===== config.mk =====
export PLATFORM = sky130hd
export DESIGN_NAME = booth_mul_arbiter
export DESIGN_NICKNAME = d
export VERILOG_FILES = /design/src/rtl/booth_mul_arbiter.sv
export SDC_FILE = /design/constraint.sdc
export NUM_CORES = 1
export LEC_CHECK = 0
export CORE_MARGIN = 10
export CORE_UTILIZATION = 25
export DETAILED_ROUTE_END_ITERATION = 8
export DONT_BUFFER_PORTS = 1
export GPL_TIMING_DRIVEN = 0
export PLACE_DENSITY = 0.41
export SYNTH_ARGS = -nofsm -noshare
export SYNTH_HDL_FRONTEND = slang
export SYNTH_SLANG_ARGS = --single-unit

===== constraint.sdc =====
create_clock -name clk -period 4.8 [get_ports clk]
set_input_delay 0.24 -clock clk [delete_from_list [all_inputs] [get_ports clk]]
set_output_delay 0.24 -clock clk [all_outputs]
set_load 0.03 [all_outputs]

===== src/rtl/booth_mul_arbiter.sv =====
// booth_mul_arbiter: round-robin arbiter and sequencer that shares one booth_multiplier
// among NUM_REQ requesters. It keeps at most one operation in flight and returns each
// product tagged with the index of the requester that owns it.
// Optional feature: define BOOTH_ARB_TIMEOUT_EN to build the WAIT-state watchdog,
// which raises rsp_error when the multiplier does not answer within TIMEOUT_CYCLES.
module booth_mul_arbiter #(
    parameter int unsigned NUM_REQ        = 4,
    parameter int unsigned WIDTH_INPUT    = 16,
    parameter int unsigned WIDTH_OUTPUT   = 32,
    parameter int unsigned TIMEOUT_CYCLES = 64
) (
    input  logic                             clk,
    input  logic                             reset,
    input  logic [NUM_REQ-1:0]               req_valid,
    output logic [NUM_REQ-1:0]               req_ready,
    input  logic [NUM_REQ*WIDTH_INPUT-1:0]   req_a,
    input  logic [NUM_REQ*WIDTH_INPUT-1:0]   req_b,
    output logic                             rsp_valid,
    output logic [$clog2(NUM_REQ)-1:0]       rsp_id,
    output logic [WIDTH_OUTPUT-1:0]          rsp_product,
    output logic                             rsp_error,
    output logic                             busy,
    output logic [WIDTH_INPUT-1:0]           mul_in_a,
    output logic [WIDTH_INPUT-1:0]           mul_in_b,
    output logic                             mul_valid_in,
    input  logic                             mul_valid_out,
    input  logic [WIDTH_OUTPUT-1:0]          mul_product
);

    localparam int unsigned ID_W = $clog2(NUM_REQ);

    typedef enum logic [1:0] {
        ST_IDLE  = 2'd0,
        ST_ISSUE = 2'd1,
        ST_WAIT  = 2'd2,
        ST_RESP  = 2'd3
    } state_t;

    state_t            state;
    logic [ID_W-1:0]   ptr;
    logic              vo_q;
    logic              mul_rise;

    logic              grant_found;
    logic [ID_W-1:0]   grant_idx;
    logic [ID_W-1:0]   cand;

    // Parameter sanity: at least two requesters and a non-zero watchdog limit
    if (NUM_REQ < 2 || TIMEOUT_CYCLES == 0) begin : g_bad_params
        $error("booth_mul_arbiter: NUM_REQ must be >= 2 and TIMEOUT_CYCLES > 0");
    end

`ifdef BOOTH_ARB_TIMEOUT_EN
    localparam int unsigned CNT_W = $clog2(TIMEOUT_CYCLES + 1);
    logic [CNT_W-1:0]  wait_cnt;
`else
    // Without the watchdog there is no error source
    assign rsp_error = 1'b0;
`endif

    // A level left high by the previous operation must not look like completion
    assign mul_rise = mul_valid_out & ~vo_q;

    // Round-robin search starting one past the last granted index
    always_comb begin
        grant_found = 1'b0;
        grant_idx   = '0;
        cand        = '0;
        for (int unsigned off = 1; off <= NUM_REQ; off++) begin
            cand = ID_W'((32'(ptr) + off) % NUM_REQ);
            if (!grant_found && req_valid[cand]) begin
                grant_found = 1'b1;
                grant_idx   = cand;
            end
        end
    end

    // Accept is combinational and only offered in IDLE, never while reset is held
    always_comb begin
        req_ready = '0;
        if (reset && (state == ST_IDLE) && grant_found) begin
            req_ready[grant_idx] = 1'b1;
        end
    end

    // Sequencer: grant, issue one pulse, wait for a fresh completion edge, respond
    always_ff @(posedge clk or negedge reset) begin
        if (!reset) begin
            state        <= ST_IDLE;
            ptr          <= ID_W'(NUM_REQ - 1);
            vo_q         <= 1'b0;
            rsp_valid    <= 1'b0;
            rsp_id       <= '0;
            rsp_product  <= '0;
            busy         <= 1'b0;
            mul_in_a     <= '0;
            mul_in_b     <= '0;
            mul_valid_in <= 1'b0;
`ifdef BOOTH_ARB_TIMEOUT_EN
            wait_cnt     <= '0;
            rsp_error    <= 1'b0;
`endif
        end else begin
            vo_q         <= mul_valid_out;
            mul_valid_in <= 1'b0;
            rsp_valid    <= 1'b0;
`ifdef BOOTH_ARB_TIMEOUT_EN
            rsp_error    <= 1'b0;
`endif
            case (state)
                ST_IDLE: begin
                    if (grant_found) begin
                        mul_in_a     <= req_a[32'(grant_idx)*WIDTH_INPUT +: WIDTH_INPUT];
                        mul_in_b     <= req_b[32'(grant_idx)*WIDTH_INPUT +: WIDTH_INPUT];
                        rsp_id       <= grant_idx;
                        ptr          <= grant_idx;
                        mul_valid_in <= 1'b1;
                        busy         <= 1'b1;
                        state        <= ST_ISSUE;
                    end
                end
                ST_ISSUE: begin
                    state <= ST_WAIT;
`ifdef BOOTH_ARB_TIMEOUT_EN
                    wait_cnt <= '0;
`endif
                end
                ST_WAIT: begin
                    if (mul_rise) begin
                        rsp_product <= mul_product;
                        rsp_valid   <= 1'b1;
                        state       <= ST_RESP;
`ifdef BOOTH_ARB_TIMEOUT_EN
                    end else if (wait_cnt == CNT_W'(TIMEOUT_CYCLES - 1)) begin
                        rsp_product <= '0;
                        rsp_error   <= 1'b1;
                        rsp_valid   <= 1'b1;
                        state       <= ST_RESP;
                    end else begin
                        wait_cnt <= wait_cnt + CNT_W'(1);
`endif
                    end
                end
                ST_RESP: begin
                    busy  <= 1'b0;
                    state <= ST_IDLE;
                end
                default: begin
                    busy  <= 1'b0;
                    state <= ST_IDLE;
                end
            endcase
        end
    end

endmodule


Word level (Yosys, flattened, before mapping). Index checks and enable logic that the tools add are counted.

Bits in registers: 74. Word-level logic and storage cells: 72. Output and inout bits: 74.

Multiplexer cells: 28. $add $sub $neg: 4. Reductions and logical operators: 15. Shift operators: 2. Eq/ne operators: 5. Bitwise operators: 2. $lt $le $gt $ge: 6.

Operator list (count): 64-bit by 7-bit variable part select with 16-bit output (2); 2-bit by 3-bit < comparator with 1-bit output (second input constant) (5); 1-bit 2-to-1 mux (14); 2-bit 2-to-1 mux (6); 1-bit binary-select mux with 2-bit select (4); 2-bit case mux with 4 select lines (1); 2-bit AND reduction (4); 1-bit logical AND (6); 2-bit by 1-bit adder with 2-bit output (second input constant) (2); 2-bit adder (second input constant) (2); 2-bit == test (second input constant) (2); 4-bit 2-to-1 mux (1); 2-bit != test (second input constant) (2); 1-bit zero test (3); 1-bit demux with 2-bit select (1); 2-bit by 1-bit == test with 1-bit output (second input constant) (1); 2-bit by 1-bit >= comparator with 1-bit output (second input constant) (1); 2-bit zero test (1); 1-bit case mux with 2 select lines (1); 2-bit nonzero test (1); 1-bit bitwise AND (1); 1-bit NOT (1).

Longest topological paths before layout.
Depth after elaboration: 18. Mapped depth: 9. Gate-level depth less buffers: 6.

Least setup slack after synthesis. Ideal clock, no wire load.

Kind: register to output. From: register state[0]. To: output port req_ready[2]. Cell stages (with the launch flop): 9. Data arrival time: 1.581 ns. Data required time: 4.560 ns. Setup slack: 2.979 ns. Path through: dfrtp_1 > inv_1 > ha_1 > nand2_2 > inv_2 > buf_4 > buf_2 > nand2_1 > nor2_1.

Cells in the longest elaborated chain, start to end: 4.

Ends and longest elaborated chain: from (decl) (line 39) `state_t state;`; from (signal assigned) (line 89) `state <= ST_IDLE;`; from (signal assigned) (line 119) `state <= ST_ISSUE;`; from (signal assigned) (line 123) `state <= ST_WAIT;`; 2-bit zero test (line 81) `if (reset && (state == ST_IDLE) && grant_found) begin`; 1-bit logical AND (2 in series) (line 81); 4-bit 2-to-1 mux (line 81); to (decl) (line 15) `output logic [NUM_REQ-1:0] req_ready,`.

Every way passes these cells.

Worst setup path after layout. Ends and elaborated chain as after synthesis.

==> impl_metrics.toml <==
[drt]
wirelength_um = 15000
detail_route.drc_violations = 0
dr.first_iter.drc_count = 111
post_drt_via_cell_ratio = 4.94
post_drt_wl_per_cell_um = 21.5
dr.pass1.iters = 5
vias = 3442
ant_nets = 0

[floorplanning]
rows = 47
die_w_um = 149
die_h_um = 149
coreArea_sq_mm = 0.0164
initial_core_util_pct = 25.3
die-area_sq_mm = 0.0222
io_pins = 241

[sta]
hold_violations = 0
rsz0062_at_grt = "no"
fin_crit_sh_pct = 51.6
fin_skew_ps = 5.60
setup_viol = 0
setup_ws_ps = 2320
relSlewSlack_pct = 63.0
fmax_mhz = 404
min_period_ps = 2480
slew_viol_final = 0
worst_pin_slew_ps = 553
tns_ps = 0

[global_routing]
grtUsageMet2_pct = 20.1
grt_util_met3_pct = 7.46
grt_use_met1_pct = 14.3
grt_pass1_vias = 3578
busiest_layer = "met2"
grt_first_pass_wirelength_um = 22000
antenna_found_initial = 0
grt_max_degree = 75
track_usage_pct = 12.7
gr-total-overflow = 0

[yosys]
synth.most_common_cell = "nand2_1"
async_flop_share_pct = 100
syn_inst = 430
yosysTopAreaCellShare_pct = 43.4
synth.top_cells.by_count = "nand2_1 (103), dfrtp_1 (72), nor2_1 (41)"
avgSynthCellArea_sq_um = 9.66
synth.cell_area_sq_mm = 0.00415
ys_top_cells_by_area = "dfrtp_1 (43%), a221oi_2 (10%), nand2_1 (9.3%)"
syn_nets = 601
synth_enable_flop_cells = 0
ys_seq_area_share_pct = 44.7
ys_seq_elements = 74
ys_types = 41
ys_warn_count = 0
netlist.top_cell.by_area = "dfrtp_1"
synth_flop_cell = "dfrtp_1"

[cells_and_area]
layout.nets = 644
syn_to_final_growth_pct = 21.8
drive_gt1_share_pct = 18.2
multi_input_area_sq_mm = 0.00204
nFillCells = 1692
post-route-util_pct = 30.8
num_antenna_cells = 0
regArea_sq_mm = 0.00185

[placed_design]
gp_congestion = 0.734
place_ws_ps = 2630
io_buffers = 0
dpl.hpwl_um = 11400

[setup_path]
path_max_fanout = 10
startpoint = "state[0]"
worstPathRequired_ps = 4560
crit-reg2reg-launch = "ptr[0]"
cp-start-kind = "flip-flop"
critPathCaptureType = "primary output"
arrival_ps = 2240
worst-r2r-setup-slack_ps = 2700
r2r_cells = 7
crit_type = "reg -> out"

[run]
drv_cap = 0

[clocking]
cts_sinks = 74
cts_htree_levels = 3
clkLatencyLatePin_ps = 340
postCtsSetupBuffers = 0
numCtsBuffers = 9
cts_max_path_buffers = 2
cts_tree = "done"
root_buffer = "clkbuf_16"
clkTransAtPathRegs_ps = 60

[worst_hold_path]
hp-class = "in -> reg"
hold_start = "mul_product[15]"
whs_path_depth = 2

[power]
power_density_mw_per_mm2 = 747
power_leakage_uw = 0.00222
vdd_drop_max_v = 0.000268

[run_status]
status = "completed"
## stage by stage
| stage | cell area (sq um) | total power [uW] | instances | hold WS (ps) |
|---|---|---|---|---|
| global placement | 4430 | 3070 | 650 | -51.4 |
| global route | 5060 | 4050 | 697 | 5.98 |
| detailed placement | 4430 | 3100 | 650 | -51.7 |
| floorplan | 4150 | 2710 | 430 | -55.6 |
| CTS | 5060 | 3840 | 697 | 1.19 |
| finish | 5060 | 3780 | 697 | 19.0 |
## cell families after synthesis
group / synth area share (%)
and+or+nand+nor: 16.0
AOI/OAI and AO/OA: 24.0
DFF: 44.7
buffers and inverters: 6.15
muxes: 7.95
adders and majority gates: 1.21
other: 0.0903
## flip-flops by register name (all words and copies together) (netlist names)
| signal | cells |
|---|---|
| mul_valid_in | 1 |
| rsp_id | 2 |
| ptr | 2 |
| state | 2 |
| rsp_product | 32 |
| vo_q | 1 |
| busy | 1 |
| rsp_valid | 1 |
| mul_in_b | 16 |
| mul_in_a | 16 |
## cells in the final DEF (no fill, tap or decap), types with 7 or more instances in the layout
master / count
a21oi_1: 7
a221oi_2: 29
buf_2: 10
buf_6: 8
clkbuf_1: 7
clkbuf_16: 9
dfrtp_1: 72
dlygate4sd3_1: 31
mux2i_1: 33
nand2_1: 103
nor2_1: 41
o21ai_0: 28
o21ai_1: 8
o22ai_1: 34
## cell type report
type	instances	share of cell area, %
plain buffers	35	4.60
clock buffers	10	4.72
clock inverters	5	1.09
inverters	6	0.445
multi-input cells	315	40.4
flip-flops and latches	74	36.6
well taps	220	5.44
repair buffers	32	6.68
## critical path, cell delays in order, from the launching register on
cell     delay [ps]
dfrtp_1         400
inv_1           110
ha_1            230
nand2_2         160
inv_2            80
buf_4           160
buf_2           230
nand2_1          70
nor2_1          450
## timing repair
item / 4_1_cts / 5_1_grt
endpoints found under the hold margin: 104 / 0
hold buffers: 32 / 0
resized for setup: 0 / 0
## worst paths after layout
path | to
worst max-delay path | req_ready[2]
worst min-delay path | rsp_product[15]
worst max register to register | mul_in_a[1]
worst min register to register | state[0]
max in group asynchronous | ptr[0]
min in group asynchronous | mul_in_b[2]
## routing by layer
metal,part of all wire (%),routed length [um],up-vias
met1,38,5760,1616
li1,-,-,1622
met4,1.1,165,0
met3,14,2070,13
met2,47,6980,191
met5,0,0,-
## power by group
part	switching, uW	total (uW)	internal, uW
registers	800	1710	913
clock network	271	683	412
logic	810	1380	574
No activity file was read; power rests on OpenSTA's default activity.
